File: src/rtl/core_pkg.sv
// Shared datapath types and defaults for the pipelined core.
// Operand-select encoding and default widths used by opa_stage and fwd_prio_sel.
package core_pkg;

    typedef enum logic [1:0] {
        OPA_RS1  = 2'b00,
        OPA_PC   = 2'b01,
        OPA_ZERO = 2'b10,
        OPA_RSVD = 2'b11
    } opa_sel_e;

    localparam int XLEN_DEF    = 32;
    localparam int RADDR_W_DEF = 5;

endpackage

File: src/rtl/fwd_prio_sel.sv
// Combinational priority match of a source register against NUM_FWD forwarding ports.
// Source 0 is the youngest result and wins when several ports match; x0 never matches.
module fwd_prio_sel
    import core_pkg::*;
#(
    parameter int XLEN    = XLEN_DEF,
    parameter int NUM_FWD = 2,
    parameter int RADDR_W = RADDR_W_DEF
) (
    input  logic [RADDR_W-1:0]         rs_addr,
    input  logic [NUM_FWD-1:0]         fwd_wen,
    input  logic [NUM_FWD*RADDR_W-1:0] fwd_addr,
    input  logic [NUM_FWD*XLEN-1:0]    fwd_data,
    output logic                       hit,
    output logic [XLEN-1:0]            data
);

    // Walk oldest to youngest so the lowest matching index is the last writer.
    always_comb begin
        hit  = 1'b0;
        data = '0;
        for (int i = NUM_FWD - 1; i >= 0; i--) begin
            if (fwd_wen[i] && (fwd_addr[i*RADDR_W +: RADDR_W] == rs_addr) && (rs_addr != '0)) begin
                hit  = 1'b1;
                data = fwd_data[i*XLEN +: XLEN];
            end
        end
    end

endmodule

File: src/rtl/opa_stage.sv
// Registered operand-A select (rs1 / pc / zero / forwarded result) feeding the ALU.
// Forwarding is enabled by defining OPA_FWD_EN; otherwise fwd_* inputs are ignored.
module opa_stage
    import core_pkg::*;
#(
    parameter int XLEN    = XLEN_DEF,
    parameter int NUM_FWD = 2,
    parameter int RADDR_W = RADDR_W_DEF
) (
    input  logic                       clk,
    input  logic                       rst_n,
    input  logic                       in_valid,
    output logic                       in_ready,
    input  logic [XLEN-1:0]            rs1_data,
    input  logic [RADDR_W-1:0]         rs1_addr,
    input  logic [XLEN-1:0]            pc,
    input  logic [1:0]                 opa_sel,
    input  logic [NUM_FWD-1:0]         fwd_wen,
    input  logic [NUM_FWD*RADDR_W-1:0] fwd_addr,
    input  logic [NUM_FWD*XLEN-1:0]    fwd_data,
    input  logic                       flush,
    output logic                       out_valid,
    input  logic                       out_ready,
    output logic [XLEN-1:0]            operand_a,
    output logic                       fwd_hit
);

    // Handshake: a transfer happens on a rising edge where valid && ready.
    // The stage accepts whenever its register is empty or being drained this
    // cycle; in_ready never looks at in_valid, and flush blocks any load.

    logic                 out_valid_q, out_valid_d;
    logic [XLEN-1:0]      operand_a_q, operand_a_d;
    logic                 fwd_hit_q, fwd_hit_d;

    logic [NUM_FWD-1:0]   fwd_wen_eff;
    logic                 prio_hit;
    logic [XLEN-1:0]      prio_data;
    logic [XLEN-1:0]      sel_val;
    logic                 sel_hit;
    logic                 load;

`ifdef OPA_FWD_EN
    assign fwd_wen_eff = fwd_wen;
`else
    // Masking the enables disables every match while keeping the ports read.
    assign fwd_wen_eff = fwd_wen & {NUM_FWD{1'b0}};
`endif

    fwd_prio_sel #(
        .XLEN    (XLEN),
        .NUM_FWD (NUM_FWD),
        .RADDR_W (RADDR_W)
    ) u_fwd_prio_sel (
        .rs_addr  (rs1_addr),
        .fwd_wen  (fwd_wen_eff),
        .fwd_addr (fwd_addr),
        .fwd_data (fwd_data),
        .hit      (prio_hit),
        .data     (prio_data)
    );

    always_comb begin
        sel_val = '0;
        sel_hit = 1'b0;
        case (opa_sel_e'(opa_sel))
            OPA_RS1: begin
                if (prio_hit) begin
                    sel_val = prio_data;
                    sel_hit = 1'b1;
                end else begin
                    sel_val = rs1_data;
                end
            end
            OPA_PC:  sel_val = pc;
            default: sel_val = '0;
        endcase
    end

    assign in_ready = !out_valid_q || out_ready;
    assign load     = in_valid && in_ready && !flush;

    always_comb begin
        out_valid_d = out_valid_q;
        operand_a_d = operand_a_q;
        fwd_hit_d   = fwd_hit_q;
        if (flush) begin
            out_valid_d = 1'b0;
        end else if (load) begin
            out_valid_d = 1'b1;
            operand_a_d = sel_val;
            fwd_hit_d   = sel_hit;
        end else if (out_ready) begin
            out_valid_d = 1'b0;
        end
    end

    always_ff @(posedge clk or negedge rst_n) begin
        if (!rst_n) begin
            out_valid_q <= 1'b0;
            operand_a_q <= '0;
            fwd_hit_q   <= 1'b0;
        end else begin
            out_valid_q <= out_valid_d;
            operand_a_q <= operand_a_d;
            fwd_hit_q   <= fwd_hit_d;
        end
    end

    assign out_valid = out_valid_q;
    assign operand_a = operand_a_q;
    assign fwd_hit   = fwd_hit_q;

endmodule

File: config.mk
export PLATFORM = sky130hd
export DESIGN_NAME = opa_stage
export DESIGN_NICKNAME = d
export VERILOG_FILES = /design/src/rtl/core_pkg.sv /design/src/rtl/fwd_prio_sel.sv /design/src/rtl/opa_stage.sv
export SDC_FILE = /design/constraint.sdc
export NUM_CORES = 1
export LEC_CHECK = 0
export CAP_MARGIN = 25
export CORE_UTILIZATION = 26
export DETAILED_ROUTE_END_ITERATION = 6
export GPL_TIMING_DRIVEN = 0
export PLACE_DENSITY = 0.82
export SETUP_SLACK_MARGIN = 0.02
export SLEW_MARGIN = 30
export SYNTH_ARGS = -nofsm -noshare
export SYNTH_HDL_FRONTEND = slang
export SYNTH_SLANG_ARGS = --single-unit
export TNS_END_PERCENT = 30
File: constraint.sdc
create_clock -name clk -period 1.6 [get_ports clk]
set_clock_uncertainty 0.2 [all_clocks]
set_input_delay 0.16 -clock clk [delete_from_list [all_inputs] [get_ports clk]]
set_output_delay 0.16 -clock clk [all_outputs]
set_load 0.01 [all_outputs]
==> results.toml, run 1 <==
[sta]
hold_viol = 0
worst_slack_ns = -0.0635
timing.fmax_mhz = 601
finalSetupViolations = 30
period_share_pct = 104
rsz0062_at_grt = "true"
hold_slack_ns = 0.141
fin_crit_ns = 1.66
slew_violations = 0

[clock_network]
clock_latency_ns = 0.29
clockBufferDepth = 2
cts_buffers = 5
clkSinkCount = 33
clkSlewWorstSetupHoldPaths_ns = 0.07
htree_levels = 2
cts_tree = "built"
root_buffer = "clkbuf_8"

[floorplanning]
die_h_microns = 84.1
placementRows = 29
die_area_sq_um = 7080
initial_core_util_pct = 27.3
die_w_microns = 84.1
pin_count = 187
fp.coreArea_sq_um = 6420

[synthesis]
ys_seq_area_share_pct = 47.1
synth.area.mux_share_pct = 38.8
synth_top_cell_by_area = "dfrtp_1"
yosysWarnings = 0
yosys.area.top_type_share_pct = 47.1
syn-num-nets = 298
synth_compound_area_share_pct = 0
synth-seq-cells = 33
synth_top_family_by_area = "multiplexers"
ys_types = 12
synth_area_per_cell_sq_um = 12.0
synthesis.area_sq_um = 1750
synth_area_leaders = "dfrtp_1 (47%), mux2_2 (21%), mux2i_1 (18%)"
synth_xor_area_share_pct = 0
yosys.area_share.adder_pct = 0
postSynthCellCount = 146
synth-simple-area-share_pct = 9.13

[global_routing]
grt_usage_pct = 13.8
grt_pass1_vias = 1643
grt-ovfl-total = 0
grt_pass1_wl_mm = 7.51
grt_max_degree = 18
grt_antenna_before_repair = 0

[route]
drt_wl_total_mm = 4.57
ant_nets = 0
routedWlPerCell_microns = 13.5
drt_iter0_markers = 28
avgViaCountPerCell = 4.39
detail_route.first_pass.iterations = 6
vias = 1489
drc = 16

[critical_path]
ff2ff_path_depth = 5
critPathLaunchType = "flip-flop"
rr_endpoint = "operand_a[18]"
path_class = "flip-flop to flip-flop"
worstPathRequired_ns = 1.58
critPathSlowestCell = "dfrtp_1"
rr_startpoint = "out_valid"
arrival_ns = 1.64
max_stage_delay_ns = 0.38
reg2reg_slack_ns = -0.06
path_cells = "nor2b_4 -> nor3b_4 -> buf_6 -> buf_8 -> mux2_2"
cp-end-kind = "flip-flop"
cp_max_fo = 10

[final_layout]
n_fill_cell = 617
area_delta_synth_final_pct = 78.4
layout-drive-gt1-share_pct = 21.0
final_common_cell = "clkdlybuf4s50_1"
design_area_sq_um = 3130
finalNetCount = 413
final_cell_mix = "clkdlybuf4s50_1 (82), nor2_1 (34), dfrtp_1 (33)"
diodes = 0

[place]
portBuffers = 103
finalWeightedCongestion = 0.723
post-dp-hpwl_mm = 3.54
placed_area_sq_um = 2900

[power_and_ir_drop]
leakage_uw = 0.00165
ir_drop_mv = 0.376
powerDensity_nw_per_um2 = 847

[job]
drv_cap = 0

[run_status]
violations = "DRC, setup timing"
outcome = "finished with violations"

[min_path]
hold_path.class = "input pin to asynchronous set/reset pin"
==> worst max path at each step <==
stage,from,to,cells after the start
2_1_floorplan,out_valid,operand_a[0],4
3_3_place_gp,rst_n,operand_a[25],1
3_5_place_dp,out_ready,operand_a[13],5
4_1_cts,out_valid,operand_a[13],5
5_1_grt,out_valid,operand_a[25],5
6_report,out_valid,operand_a[18],5
==> power by group <==
group	switching, uW	leakage, uW	internal, uW
Combinational	276	0.00117	526
Clock	319	0.0000574	506
Sequential	62.8	0.000426	959
==> state kept, by name, indices dropped and copies added, names as in the netlist <==
signal / count
operand_a: 32
out_valid: 1
==> synth_stat cells <==
cell and count:
clkbuf_1 3, dfrtp_1 33, buf_2 1, inv_1 1, mux2_2 32, nor2b_4 1, buf_4 4, nor2_1 34
nor3b_4 1, conb_1 1, mux2i_1 32, buf_6 3
==> worst max-delay path: cells and delay by family, from the launching register on <==
family	cells	cell delay (ns)
muxes	1	0.34
buffers and inverters	2	0.30
and+or+nand+nor	2	0.33
DFF	1	0.38
==> metrics by stage <==
stage          power [uW]  util, %  worst slack [ns]  cells  TNS [ns]
2_1_floorplan        1340        -           -0.0528    146     -1.58
3_3_place_gp         1830     44.9            -0.511    326    -28.60
3_5_place_dp         1850     45.2            -0.405    327    -12.13
4_1_cts              2690     47.5           -0.0887    338     -2.20
5_1_grt              2790     48.7            -0.118    339     -3.32
6_report             2650     48.7           -0.0635    339     -1.51
==> logic make-up (layout without fill, tap and decap cells) <==
| group | Yosys count | after routing |
|---|---|---|
| buffers and inverters | 12 | 128 |
| DFF | 33 | 33 |
| muxes | 64 | 64 |
| other | 1 | 1 |
| and+or+nand+nor | 36 | 36 |
==> what timing repair did <==
item                                    4_1_cts  5_1_grt
pin swaps                                     1        0
buffers inserted                              2        1
resized for setup                             2       25
endpoints found under the setup margin       33       50
endpoints found under the hold margin        33        0
hold buffers                                  1        0
==> layout make-up <==
type,instances,area [sq um],area share (%)
timing repair buffer,108,1140,36.3
buffer,11,91.3,2.92
tap,77,96.3,3.08
clock inverter,2,37.5,1.20
inverter,1,3.75,0.120
sequential,33,826,26.4
clock buffer,6,82.6,2.64
multi-input combinational,101,856,27.3
==> routing by layer <==
| layer | global-route usage (%) | vias to the layer above | share of wire, % |
|---|---|---|---|
| met5 | 0 | - | 0 |
| met4 | 5.17 | 0 | 1.5 |
| met3 | 5.80 | 6 | 12 |
| met2 | 22.8 | 89 | 45 |
| met1 | 16.1 | 671 | 41 |
| li1 | - | 723 | - |
(Power assumes the default switching activity.)
==> run 2, diff against run 1 <==
Settings changed: GPL_ROUTABILITY_DRIVEN set to 0, GPL_TIMING_DRIVEN 0 to unset.
==> run 2 against run 1 <==
  * Global-route usage grew 0.099 points
  * Count of clock-buffer cells in the layout is the same
  * Sequential power is essentially flat
  * Register-to-register slack gained 0.02 ns
  * Setup slack gained 0.021 ns
  * Sequential share of layout area grew 0.57 points
  * Non-clock buffer count shrank 5
  * The run still ends with DRC, setup timing left
  * Die area is the same
  * Total power shrank 7.1%
  * Largest cell class unchanged
  * Design area shrank 2.1%
  * Routed wire length grew 0.28%
  * First-iteration DRC count grew 36%
==> results.toml, run 2 (synthesis results as in run 1) <==
[route]
avgViaCountPerCell = 4.48
drc = 16
drt_iter0_markers = 38
met3WireLength_microns = 546
detail_route.first_pass.iterations = 6
highest_layer = "met4"
vias = 1492
routedWlPerCell_microns = 13.8
drt_wl_total_mm = 4.59
wl_met1_mm = 1.91
dr_wl_met2_mm = 2.08
ant_nets = 0

[global_routing]
grt_antenna_before_repair = 0
grt-ovfl-total = 0
grt_max_degree = 22
grt_pass1_wl_mm = 7.64
grt_usage_pct = 13.9
grt_pass1_vias = 1600

[critical_path]
max_stage_delay_ns = 0.38
arrival_ns = 1.61
critPathLaunchType = "flip-flop"
path_class = "flip-flop to flip-flop"
critPathSlowestCell = "dfrtp_1"
path_cells = "nor2b_4 -> nor3b_4 -> buf_4 -> mux2_2"
cp-end-kind = "flip-flop"
crit_family = "flip-flops"
worstPathRequired_ns = 1.56
cp_num_buf_inv = 1
cp_max_fo = 11

[final_layout]
final_util_pct = 47.7
area_delta_synth_final_pct = 74.6
final_common_cell = "clkdlybuf4s50_1"
final_cell_mix = "clkdlybuf4s50_1 (82), nor2_1 (34), dfrtp_1 (33)"
finalNetCount = 408
largest_reg_flops = 32
diodes = 0
stdcell_count = 333
layout-drive-gt1-share_pct = 21.1
design_area_sq_um = 3060

[sta]
slew_violations = 0
rsz0062_at_grt = "true"
worst_slack_ns = -0.0421
fin_crit_ns = 1.64
hold_viol = 0
period_share_pct = 103
finalSetupViolations = 26
timing.fmax_mhz = 609

[power_and_ir_drop]
clkPwrFrac_pct = 25.7
powerDensity_nw_per_um2 = 803
leakage_uw = 0.00161
p_switching_uw = 637
ir_drop_mv = 0.335
comb_power_share_pct = 32.6
p_seq_share_pct = 41.7
sw_frac_of_total_pct = 25.9
power.internal_uw = 1820

[run_status]
outcome = "finished with violations"
violations = "DRC, setup timing"

[clock_network]
post_cts_buffers = 0
clockBufferDepth = 2
cts_buffers = 5
htree_levels = 2
root_buffer = "clkbuf_8"
clkSinkCount = 33
clock_latency_ns = 0.28
cts_tree = "built"
clkSlewWorstSetupHoldPaths_ns = 0.07

[place]
post-dp-hpwl_mm = 3.61
placed_area_sq_um = 2910
portBuffers = 104
dp.cells = 325

[floorplanning]
die_area_sq_um = 7080
die_w_microns = 84.1
placementRows = 29
fp.coreArea_sq_um = 6420
die_h_microns = 84.1
initial_core_util_pct = 27.3
pin_count = 187

[job]
drv_cap = 0

[min_path]
hold_path.class = "input pin to asynchronous set/reset pin"
[run 2: worst reg2reg max path: cells and delay by family, from the launching register on]
| family | cells | cell delay [ns] |
|---|---|---|
| flip-flops | 1 | 0.38 |
| AND/OR/NAND/NOR | 2 | 0.37 |
| multiplexers | 1 | 0.35 |
| buffers and inverters | 1 | 0.24 |
[run 2: final cells by class]
cell class / instances / area (sq um)
repair buffers: 114 / 1180
fillers: 614 / 3360
inverters: 1 / 3.75
clock inverters: 1 / 7.51
multi-input cells: 101 / 867
flip-flops and latches: 33 / 826
well taps: 77 / 96.3
clock buffers: 6 / 82.6
[run 2: through the flow]
stage | power (uW) | TNS, ns | hold WS, ns | setup WS [ns]
floorplan | 1340 | -1.58 | -0.336 | -0.0528
global placement | 1840 | -7.87 | -0.108 | -0.253
detailed placement | 1860 | -8.05 | -0.111 | -0.268
CTS | 2520 | -1.15 | 0.125 | -0.0569
global route | 2610 | -2.28 | 0.142 | -0.0970
finish | 2460 | -0.794 | 0.122 | -0.0421
[run 2: layer usage]
layer  GRT usage, %  vias to the layer above
met1           15.3                      690
met3           6.49                        5
met5              0                        -
met4           4.23                        0
li1               -                      711
met2           24.0                       86
[run 2: power by group through the flow]
stage                     Sequential (uW)  Clock, uW  Combinational [uW]
after detailed placement             1040          0                 815
after global placement               1040          0                 800
final                                1030        633                 801
after CTS                            1030        665                 822
after global routing                 1040        707                 863
after floorplan                      1090          0                 251
[run 2: worst paths after layout]
path	from	endpoint	slack [ns]	depth (start not counted)
setup / recovery	out_valid	operand_a[31]	-0.04	4
hold / removal	rst_n	operand_a[16]	0.12	2
setup reg to reg	out_valid	operand_a[31]	-0.04	4
hold reg to reg	operand_a[22]	operand_a[22]	0.31	1
max in group asynchronous	rst_n	operand_a[18]	0.50	3
min in group clk	in_valid	out_valid	0.28	3
[run 2: repair_timing]
| action | 4_1_cts | 5_1_grt |
|---|---|---|
| hold buffers | 1 | 0 |
| cloned | 0 | 0 |
| gates resized for setup | 6 | 22 |
| endpoints found under the hold margin | 33 | 0 |
| endpoints found under the setup margin | 35 | 50 |
==> run 3, diff against run 2 <==
Settings changed: ABC_CLOCK_PERIOD_IN_PS set to 1600, SLEW_MARGIN 30 to 20.
==> results of run 3 <==
No change in the layout: final DEF, timing and power equal those of run 2.
